`src/rtl/rca_share_arbiter_pkg.sv`:
```
// rtl/rca_share_arbiter_pkg.sv - shared types and constants for the adder arbiter
package rca_share_arbiter_pkg;

  localparam int RCA_LAT = 16;
  localparam int RCA_W   = 16;

  typedef logic [0:0] req_id_t;

  typedef struct packed {
    logic    valid;
    req_id_t id;
  } tag_t;

endpackage

```
`src/rtl/pp_16_rca.sv`:
```
// rtl/pp_16_rca.sv - 16-bit ripple-carry adder pipelined one bit per stage
// Operands present at edge k give S/Cout after edge k+15 (16 register stages).
module pp_16_rca (
  input  logic        clk,
  input  logic [15:0] a_i,
  input  logic [15:0] b_i,
  input  logic        cin_i,
  output logic [15:0] s_o,
  output logic        cout_o
);

  localparam int W = 16;

  logic [W-1:0] a_q [W-1];
  logic [W-1:0] b_q [W-1];
  logic [W-1:0] s_q [W];
  logic         c_q [W];

  always_ff @(posedge clk) begin
    a_q[0] <= a_i;
    b_q[0] <= b_i;
    s_q[0] <= W'(a_i[0] ^ b_i[0] ^ cin_i);
    c_q[0] <= (a_i[0] & b_i[0]) | (cin_i & (a_i[0] ^ b_i[0]));
    for (int j = 1; j < W - 1; j++) begin
      a_q[j] <= a_q[j-1];
      b_q[j] <= b_q[j-1];
    end
    // Stage j resolves bit j and forwards the carry to stage j+1.
    for (int j = 1; j < W; j++) begin
      s_q[j] <= s_q[j-1] | (W'(a_q[j-1][j] ^ b_q[j-1][j] ^ c_q[j-1]) << j);
      c_q[j] <= (a_q[j-1][j] & b_q[j-1][j]) | (c_q[j-1] & (a_q[j-1][j] ^ b_q[j-1][j]));
    end
  end

  assign s_o    = s_q[W-1];
  assign cout_o = c_q[W-1];

endmodule

```
`src/rtl/rca_tag_pipe.sv`:
```
// rtl/rca_tag_pipe.sv - LAT-deep {valid,id} shift register tracking in-flight adds
module rca_tag_pipe
  import rca_share_arbiter_pkg::*;
#(
  parameter int LAT = RCA_LAT
) (
  input  logic clk,
  input  logic rst,
  input  tag_t tag_i,
  output tag_t tag_o
);

  tag_t stage_q [LAT];

  always_ff @(posedge clk or posedge rst) begin
    if (rst) begin
      for (int i = 0; i < LAT; i++) stage_q[i] <= '0;
    end else begin
      stage_q[0] <= tag_i;
      for (int i = 1; i < LAT; i++) stage_q[i] <= stage_q[i-1];
    end
  end

  assign tag_o = stage_q[LAT-1];

endmodule

```
`src/rtl/rca_share_arbiter.sv`:
```
// rtl/rca_share_arbiter.sv - round-robin sharing of pp_16_rca between two requesters
// LAT must match the pp_16_rca depth so the tag and the sum leave together.
module rca_share_arbiter
  import rca_share_arbiter_pkg::*;
#(
  parameter  int LAT     = RCA_LAT,
  parameter  int MAX_OUT = 8,
  localparam int CW      = $clog2(MAX_OUT + 1)
) (
  input  logic             clk,
  input  logic             rst,
  input  logic             req0_valid,
  output logic             req0_ready,
  input  logic [RCA_W-1:0] req0_a,
  input  logic [RCA_W-1:0] req0_b,
  input  logic             req0_cin,
  input  logic             req1_valid,
  output logic             req1_ready,
  input  logic [RCA_W-1:0] req1_a,
  input  logic [RCA_W-1:0] req1_b,
  input  logic             req1_cin,
  output logic             rsp0_valid,
  output logic [RCA_W-1:0] rsp0_sum,
  output logic             rsp0_cout,
  output logic             rsp1_valid,
  output logic [RCA_W-1:0] rsp1_sum,
  output logic             rsp1_cout,
  output logic [CW-1:0]    out0_cnt,
  output logic [CW-1:0]    out1_cnt
);

  logic             last_grant_q, last_grant_d;
  logic             elig0, elig1, grant0, grant1, xfer;
  req_id_t          grant_id;
  logic [RCA_W-1:0] add_a, add_b, add_s;
  logic             add_cin, add_cout;
  tag_t             tag_in, tag_out;
  logic             hit0, hit1;
  logic [CW-1:0]    cnt0_q, cnt0_d, cnt1_q, cnt1_d;
  logic             rsp0_valid_q, rsp0_valid_d, rsp1_valid_q, rsp1_valid_d;
  logic [RCA_W-1:0] rsp0_sum_q, rsp0_sum_d, rsp1_sum_q, rsp1_sum_d;
  logic             rsp0_cout_q, rsp0_cout_d, rsp1_cout_q, rsp1_cout_d;

  assign elig0 = req0_valid && (cnt0_q < CW'(MAX_OUT));
  assign elig1 = req1_valid && (cnt1_q < CW'(MAX_OUT));

  // On contention the requester that did not win last time is served.
  always_comb begin
    grant0 = 1'b0;
    grant1 = 1'b0;
    if (elig0 && elig1) begin
      grant0 = last_grant_q;
      grant1 = !last_grant_q;
    end else begin
      grant0 = elig0;
      grant1 = elig1;
    end
  end

  assign xfer       = grant0 | grant1;
  assign grant_id   = grant1;
  assign req0_ready = grant0;
  assign req1_ready = grant1;

  always_comb begin
    add_a   = '0;
    add_b   = '0;
    add_cin = 1'b0;
    if (grant0) begin
      add_a   = req0_a;
      add_b   = req0_b;
      add_cin = req0_cin;
    end else if (grant1) begin
      add_a   = req1_a;
      add_b   = req1_b;
      add_cin = req1_cin;
    end
  end

  pp_16_rca u_rca (
    .clk    (clk),
    .a_i    (add_a),
    .b_i    (add_b),
    .cin_i  (add_cin),
    .s_o    (add_s),
    .cout_o (add_cout)
  );

  assign tag_in = {xfer, grant_id};

  rca_tag_pipe #(.LAT(LAT)) u_tags (
    .clk   (clk),
    .rst   (rst),
    .tag_i (tag_in),
    .tag_o (tag_out)
  );

  assign hit0 = tag_out.valid && (tag_out.id == 1'b0);
  assign hit1 = tag_out.valid && (tag_out.id == 1'b1);

  always_comb begin
    last_grant_d = xfer ? grant_id : last_grant_q;
    cnt0_d       = cnt0_q;
    cnt1_d       = cnt1_q;
    if (grant0 && !hit0) cnt0_d = cnt0_q + 1'b1;
    else if (!grant0 && hit0) cnt0_d = cnt0_q - 1'b1;
    if (grant1 && !hit1) cnt1_d = cnt1_q + 1'b1;
    else if (!grant1 && hit1) cnt1_d = cnt1_q - 1'b1;
    rsp0_valid_d = hit0;
    rsp1_valid_d = hit1;
    rsp0_sum_d   = hit0 ? add_s : rsp0_sum_q;
    rsp0_cout_d  = hit0 ? add_cout : rsp0_cout_q;
    rsp1_sum_d   = hit1 ? add_s : rsp1_sum_q;
    rsp1_cout_d  = hit1 ? add_cout : rsp1_cout_q;
  end

  always_ff @(posedge clk or posedge rst) begin
    if (rst) begin
      last_grant_q <= 1'b1;
      cnt0_q       <= '0;
      cnt1_q       <= '0;
      rsp0_valid_q <= 1'b0;
      rsp1_valid_q <= 1'b0;
      rsp0_sum_q   <= '0;
      rsp1_sum_q   <= '0;
      rsp0_cout_q  <= 1'b0;
      rsp1_cout_q  <= 1'b0;
    end else begin
      last_grant_q <= last_grant_d;
      cnt0_q       <= cnt0_d;
      cnt1_q       <= cnt1_d;
      rsp0_valid_q <= rsp0_valid_d;
      rsp1_valid_q <= rsp1_valid_d;
      rsp0_sum_q   <= rsp0_sum_d;
      rsp1_sum_q   <= rsp1_sum_d;
      rsp0_cout_q  <= rsp0_cout_d;
      rsp1_cout_q  <= rsp1_cout_d;
    end
  end

  assign rsp0_valid = rsp0_valid_q;
  assign rsp1_valid = rsp1_valid_q;
  assign rsp0_sum   = rsp0_sum_q;
  assign rsp1_sum   = rsp1_sum_q;
  assign rsp0_cout  = rsp0_cout_q;
  assign rsp1_cout  = rsp1_cout_q;
  assign out0_cnt   = cnt0_q;
  assign out1_cnt   = cnt1_q;

endmodule
```
`config.mk`:
```
export PLATFORM = sky130hd
export DESIGN_NAME = rca_share_arbiter
export DESIGN_NICKNAME = d
export VERILOG_FILES = /design/src/rtl/rca_share_arbiter_pkg.sv /design/src/rtl/pp_16_rca.sv /design/src/rtl/rca_tag_pipe.sv /design/src/rtl/rca_share_arbiter.sv
export SDC_FILE = /design/constraint.sdc
export NUM_CORES = 1
export LEC_CHECK = 0
export BUFFER_PORTS_ARGS = -buffer_cell sky130_fd_sc_hd__buf_4
export CORE_ASPECT_RATIO = 0.75
export CORE_UTILIZATION = 33
export DETAILED_ROUTE_END_ITERATION = 12
export PLACE_DENSITY = 0.51
export SKIP_CTS_REPAIR_TIMING = 1
export SLEW_MARGIN = 30
export SYNTH_ARGS = -nofsm -noshare
export SYNTH_HDL_FRONTEND = slang
export SYNTH_SLANG_ARGS = --single-unit
```
`constraint.sdc`:
```
create_clock -name clk -period 3.2 [get_ports clk]
set_clock_uncertainty 0.1 [all_clocks]
set_input_delay 0.48 -clock clk [delete_from_list [all_inputs] [get_ports clk]]
set_output_delay 0.48 -clock clk [all_outputs]
set_load 0.02 [all_outputs]
```
==> results of run 1 <==
per-layer routing:
| metal | up-vias | global-route usage (%) | share of wire (%) |
|---|---|---|---|
| met5 | - | 0 | 0 |
| met4 | 0 | 3.55 | 3.4 |
| met3 | 42 | 3.10 | 7.6 |
| met2 | 143 | 9.86 | 35 |
| met1 | 1959 | 11.3 | 54 |
| li1 | 2357 | - | - |
worst register-to-register path: cells and delay by family, from the launching register on:
family          cells  cell delay, ns
compound gates      2            0.35
buf+inv             1            0.13
simple gates        3            0.74
flops               1            0.43
fa+ha+maj           2            0.64
power breakdown:
| part | switching, W | internal [W] |
|---|---|---|
| clock network | 0.00204 | 0.00304 |
| logic | 0.00106 | 0.00108 |
| registers | 0.000683 | 0.00818 |
| total | 0.00379 | 0.0123 |
registers in the layout, summed over array words and instances (netlist names):
signal          count
u_rca.s_q         136
u_rca.a_q         120
u_rca.b_q         120
u_tags.stage_q     30
rsp0_sum           16
rsp1_sum           16
u_rca.c_q          16
out0_cnt            4
out1_cnt            4
u_tags.tag_o        2
last_grant_q        1
rsp0_cout           1
rsp0_valid          1
rsp1_cout           1
rsp1_valid          1
cell usage in the layout, fill, tap and decap left out, drive strengths merged, types with 3 or more instances in the layout:
cell type / instances
o21ai: 3
dfxtp: 392
fa: 18
inv: 8
clkbuf: 61
nand2: 5
or3: 6
ha: 6
bufinv: 3
clkinv: 9
clkinvlp: 3
buf: 121
dfrtp: 76
a22o: 33
xnor2: 4
mux2: 36
nand3b: 4
synth_stat cells, types with 3 or more instances:
master    count  share of area, %
a22o_1       33               2.5
buf_2         4              0.18
buf_6         6              0.60
dfrtp_1      76                17
dfxtp_1     392                69
fa_1         18               3.2
ha_1          6              0.66
inv_1         6              0.20
mux2_2       36               3.6
nand2_1       4              0.13
nand3b_1      4              0.26
o21ai_0       3              0.13
or3_1         4              0.22
xnor2_1       4              0.31
cells by family (layout without fill, tap and decap cells):
| logic type | Yosys count | after routing |
|---|---|---|
| compound gates | 46 | 46 |
| xor+xnor | 4 | 4 |
| fa+ha+maj | 24 | 24 |
| buf+inv | 18 | 206 |
| flops | 469 | 469 |
| mux | 38 | 38 |
| simple gates | 22 | 22 |
metrics by stage:
step	util, %	hold WS, ns	setup slack [ns]	cells	cell area (µm²)
2_1_floorplan	-	0.210	0.572	621	11300
4_1_cts	42.1	-0.0826	0.585	1258	14200
3_5_place_dp	37.8	0.212	0.667	1180	12700
5_1_grt	42.2	0.0351	0.487	1259	14200
3_3_place_gp	37.8	0.211	0.758	1180	12700
6_report	42.2	0.0581	0.635	1259	14200
how the worst min path moves through the flow:
stage	start	end	slack (ns)	cells past startpoint
after global routing	req0_a[5]	u_rca.a_q[0][5]$_DFF_P_	0.04	2
after CTS	rst	rsp1_sum[5]$_DFFE_PP0P_	-0.08	2
after floorplan	u_rca.a_q[0][87]$_DFF_P_	u_rca.a_q[0][103]$_DFF_P_	0.21	0
after global placement	u_rca.a_q[0][75]$_DFF_P_	u_rca.a_q[0][91]$_DFF_P_	0.21	0
after detailed placement	u_rca.a_q[0][89]$_DFF_P_	u_rca.a_q[0][105]$_DFF_P_	0.21	0
final	req0_b[13]	u_rca.b_q[0][13]$_DFF_P_	0.06	2
cell type report:
type | instances | area [µm²]
Fill cell | 3043 | 19500
Sequential cell | 469 | 9780
Multi-Input combinational cell | 134 | 1450
Clock buffer | 61 | 1280
Timing Repair Buffer | 122 | 918
Tap cell | 450 | 563
Clock inverter | 17 | 188
Inverter | 6 | 27.5
==> impl_metrics.yaml, run 1 <==
run_status:
  outcome: "completed"
cells_and_area:
  syn2layout_area_growth_pct: 25.1
  drive_above_1_share_pct: 29.4
  fin_nets: 870
  antennaDiodeCount: 0
grt:
  antenna_found_initial: 0
  grt_pass1_wl_um: 22000
  global_route.overflow_total: 0
  grt_pass1_vias: 4389
  grtUsageTotal_pct: 7.77
  grt_max_degree: 64
setup_path:
  ff2ff_setup_slack_ns: 0.69
  cp_common_cell: "buf_4"
  cp-end-kind: "output pin"
  crit_end: "req0_ready"
  startpoint: "out0_cnt[3]$_DFFE_PP0P_"
  path_class: "flip-flop to output pin"
  worst_ep_arrival_time_ns: 1.99
  r2r_end: "out0_cnt[3]$_DFFE_PP0P_"
  rr_worst_depth: 8
  required_ns: 2.62
  critical_path_buf_inv_count: 2
  startpoint_type: "flip-flop"
  path_max_fanout: 34
  crit_family: "buffers and inverters"
  cp_slowest_cell: "dfrtp_1"
  r2r_start: "out0_cnt[3]$_DFFE_PP0P_"
  slowest_delay_ns: 0.43
  crit_cells: 4
  path_cells: "nand2b_1 -> o21ba_1 -> buf_4 -> buf_4"
yosys:
  yosys.area_share.simple_pct: 1.26
  synthMuxAreaShare_pct: 3.75
  synth_top_family_by_area: "adder cells"
  syn_area_um2: 11300
  synth_nets: 715
  synth-edff-count: 0
  yosys.area_share.xor_xnor_pct: 0.309
  synth-seq-cells: 469
  synth_flop_cell: "dfxtp_1"
  synth_compound_area_share_pct: 3.59
  synthesis.instances: 621
  synth_fa_ha_area_share_pct: 3.84
  async_flop_share_pct: 16.4
  syn_avg_cell_area_um2: 18.3
  ys_types: 30
  ys_seq_area_share_pct: 86.2
  ys_warn_count: 0
min_path:
  hp-class: "primary input to flip-flop"
cts:
  cts_buffers: 43
  clkSlewWorstSetupHoldPaths_ns: 0.06
  cts.sinks: 469
  cts_tree: "done"
  cts-root-buf: "clkbuf_16"
  cts_buffer_depth: 3
  insertion_delay_ns: 0.53
  htree_levels: 2
timing:
  slew_viol_final: 0
  finalHoldViolCount: 0
  worstMarginPinSlew_ns: 0.554
  max_freq_mhz: 390
  rsz0062_at_grt: "no"
  final.setup.tns_ns: 0
  min_period_ns: 2.57
  setup-violations-final: 0
  finalCritPeriodShare_pct: 80.2
  slew_headroom_pct: 63.0
routing:
  drc: 0
  first_iter_violations: 190
  viasPerCell: 3.58
  wl_um: 13200
  firstDrtPassIters: 4
  drtAntennaViolNets: 0
  num_vias: 4501
  routedWlPerCell_um: 10.5
place:
  gp_congestion: 0.669
  dpl.hpwl_um: 7890
  portBuffers: 115
pwr:
  p_per_area_nw_per_um2: 1130
  irDropWorstVdd_uv: 429
  p_total_w: 0.0161
  p_leak_nw: 6.17
die:
  die_area_um2: 35100
  start_util_pct: 33.7
  core_um2: 33700
  die_x_um: 216
  num_io_pins: 116
  die_height_um: 163
  std_cell_rows: 58
flow_run:
  cap_violations: 0
Note: power is estimated with default switching activity, not from simulation.
==> run 2, diff against run 1 <==
- ABC_AREA: unset -> 1
- PLACE_DENSITY: 0.51 -> 0.52
- clock period: 3.2 -> 2.2 ns (I/O delays scaled with it)
==> run 2 against run 1 <==
  * Global-route usage is 0.49 points higher
  * Sequential share of layout area is 3.3 points lower
  * Worst hold slack worse by 0.024 ns
  * Utilization is 2.0 points higher
  * First-iteration DRC count is 51% higher
  * Largest power group unchanged
==> impl_metrics.yaml, run 2 <==
grt:
  grt_pass1_wl_um: 23300
  busiest_layer: "met1"
  use_met1_pct: 12.0
  grt_max_degree: 78
  grt_pass1_vias: 4749
  antenna_found_initial: 0
  grtUsageTotal_pct: 8.25
  global_route.overflow_total: 0
  met2_usage_pct: 10.2
  use_met3_pct: 3.25
place:
  dpl.hpwl_um: 8640
  dp_slack_ns: 0.104
  portBuffers: 115
  gp_congestion: 0.721
setup_path:
  slowest_delay_ns: 0.44
  worst_ep_arrival_time_ns: 1.71
  required_ns: 1.77
  path_cells: "nor2_4 -> nand2_2 -> nand2_2 -> inv_4 -> buf_12 -> buf_12 -> buf_4"
  path_class: "flip-flop to output pin"
  cp_slowest_cell: "dfrtp_2"
  cp-end-kind: "output pin"
  path_max_fanout: 16
  startpoint_type: "flip-flop"
routing:
  firstDrtPassIters: 4
  viasPerCell: 3.61
  drc: 0
  first_iter_violations: 286
  routedWlPerCell_um: 10.4
  num_vias: 5285
  drtAntennaViolNets: 0
  wl_um: 15200
cts:
  cts_tree: "done"
  cts.sinks: 469
  clkSlewWorstSetupHoldPaths_ns: 0.06
  cts_buffer_depth: 3
  cts-root-buf: "clkbuf_16"
  cts_buffers: 43
  htree_levels: 2
  insertion_delay_ns: 0.54
yosys:
  synthesis.instances: 759
  async_flop_share_pct: 16.4
  syn_area_um2: 11400
  synth_top_area_share_pct: 68.9
  yosys-top-cells-area: "dfxtp_1, dfrtp_1, nand2_1"
  synth_common_cells: "dfxtp_1, nand2_1, dfrtp_1"
  syn_avg_cell_area_um2: 15.0
  synth_top_cell_by_area: "dfxtp_1"
  ys_warn_count: 0
  synth-edff-count: 0
  synth_flop_cell: "dfxtp_1"
  ys_seq_area_share_pct: 85.8
  synth_nets: 853
  synth-seq-cells: 469
  ys_types: 22
  synth_most_common_cell: "dfxtp_1"
die:
  die_area_um2: 35300
  die_x_um: 217
  core_um2: 33700
  start_util_pct: 33.8
  std_cell_rows: 58
  num_io_pins: 116
  die_height_um: 163
timing:
  worstMarginPinSlew_ns: 0.419
  setup-violations-final: 0
  finalHoldViolCount: 0
  final.setup.tns_ns: 0
  slew_viol_final: 0
  rsz0062_at_grt: "yes"
  slew_headroom_pct: 72.1
  finalWorstSetupSlack_ns: 0.0620
  max_freq_mhz: 468
  finalCritPeriodShare_pct: 97.2
  min_period_ns: 2.14
pwr:
  seqPwrFrac_pct: 55.3
  p_leak_nw: 6.76
  comb_power_share_pct: 14.9
  switching_share_pct: 24.9
  irDropWorstVdd_uv: 703
  p_per_area_nw_per_um2: 1560
  power.switching_w: 0.00580
  p_int_w: 0.0175
  pwr-share-clk_pct: 29.8
min_path:
  hp-class: "primary input to flip-flop"
cells_and_area:
  final_cell_mix: "dfxtp_1, nand2_1, buf_4"
  reg_top3: "u_rca.s_q x136, u_rca.a_q x120, u_rca.b_q x120"
  layout_commonest_cell: "dfxtp_1"
  largest_reg_flops: 136
  drive_above_1_share_pct: 21.8
  antennaDiodeCount: 0
  fin_nets: 1076
  regMostFlops: "u_rca.s_q"
  n_fill_cell: 3029
  syn2layout_area_growth_pct: 30.9
flow_run:
  cap_violations: 0
run_status:
  outcome: "completed"
## run 2: final timing paths
check | from | to | slack [ns] | cells after the start
setup / recovery | out0_cnt[3]$_DFFE_PP0P_ | req1_ready | 0.06 | 7
hold / removal | req0_valid | last_grant_q$_DFFE_PP1P_ | 0.03 | 4
setup reg to reg | out1_cnt[3]$_DFFE_PP0P_ | out0_cnt[3]$_DFFE_PP0P_ | 0.12 | 12
hold reg to reg | u_rca.s_q[0][66]$_DFF_P_ | u_rca.s_q[0][82]$_DFF_P_ | 0.22 | 0
max in group asynchronous | rst | last_grant_q$_DFFE_PP1P_ | 1.27 | 4
min in group asynchronous | rst | rsp1_sum[2]$_DFFE_PP0P_ | 0.36 | 4
## run 2: power groups by stage
stage,registers [W],logic [W],clock network [W]
after floorplan,0.0132,0.00151,0
after global placement,0.0130,0.00295,0
after detailed placement,0.0131,0.00304,0
after CTS,0.0129,0.00305,0.00725
after global routing,0.0132,0.00394,0.00760
final,0.0129,0.00347,0.00695
## run 2: cell families (layout without fill, tap and decap cells)
group,Yosys count,in the layout,share of synthesized area (%)
flip-flops,469,469,85.8
XOR/XNOR,4,4,0.307
adder cells (fa/ha/maj),24,24,3.82
buffers and inverters,46,301,2.13
AND/OR/NAND/NOR,178,178,6.28
AO/OA/AOI/OAI,38,38,1.67
## run 2: layer usage
| metal | vias up | routed length, µm |
|---|---|---|
| met1 | 2306 | 7690 |
| met5 | - | 0 |
| met2 | 154 | 5950 |
| met4 | 0 | 406 |
| li1 | 2784 | - |
| met3 | 41 | 1150 |
## run 2: through the flow
| stage | hold WS [ns] | total power, W | area (µm²) | instances | util, % |
|---|---|---|---|---|---|
| after detailed placement | 0.212 | 0.0162 | 12800 | 1318 | 37.9 |
| after CTS | -0.195 | 0.0232 | 14200 | 1395 | 41.9 |
| after global placement | 0.211 | 0.0160 | 12800 | 1318 | 37.9 |
| final | 0.0344 | 0.0233 | 14900 | 1464 | 44.2 |
| after global routing | 0.0443 | 0.0248 | 14900 | 1464 | 44.2 |
| after floorplan | 0.210 | 0.0147 | 11400 | 759 | - |
## run 2: cell type report
cell class	count	area, µm²	share of cell area (%)
Sequential cell	469	9780	65.6
Timing Repair Buffer	190	1670	11.2
Multi-Input combinational cell	244	1400	9.36
Clock buffer	62	1250	8.37
Tap cell	450	563	3.77
Inverter	34	139	0.931
Clock inverter	15	124	0.830
## run 2: critical path: cells and delay by family, from the launching register on
| kind | cells | cell delay (ns) |
|---|---|---|
| simple gates | 3 | 0.25 |
| buf+inv | 4 | 0.47 |
| flops | 1 | 0.44 |
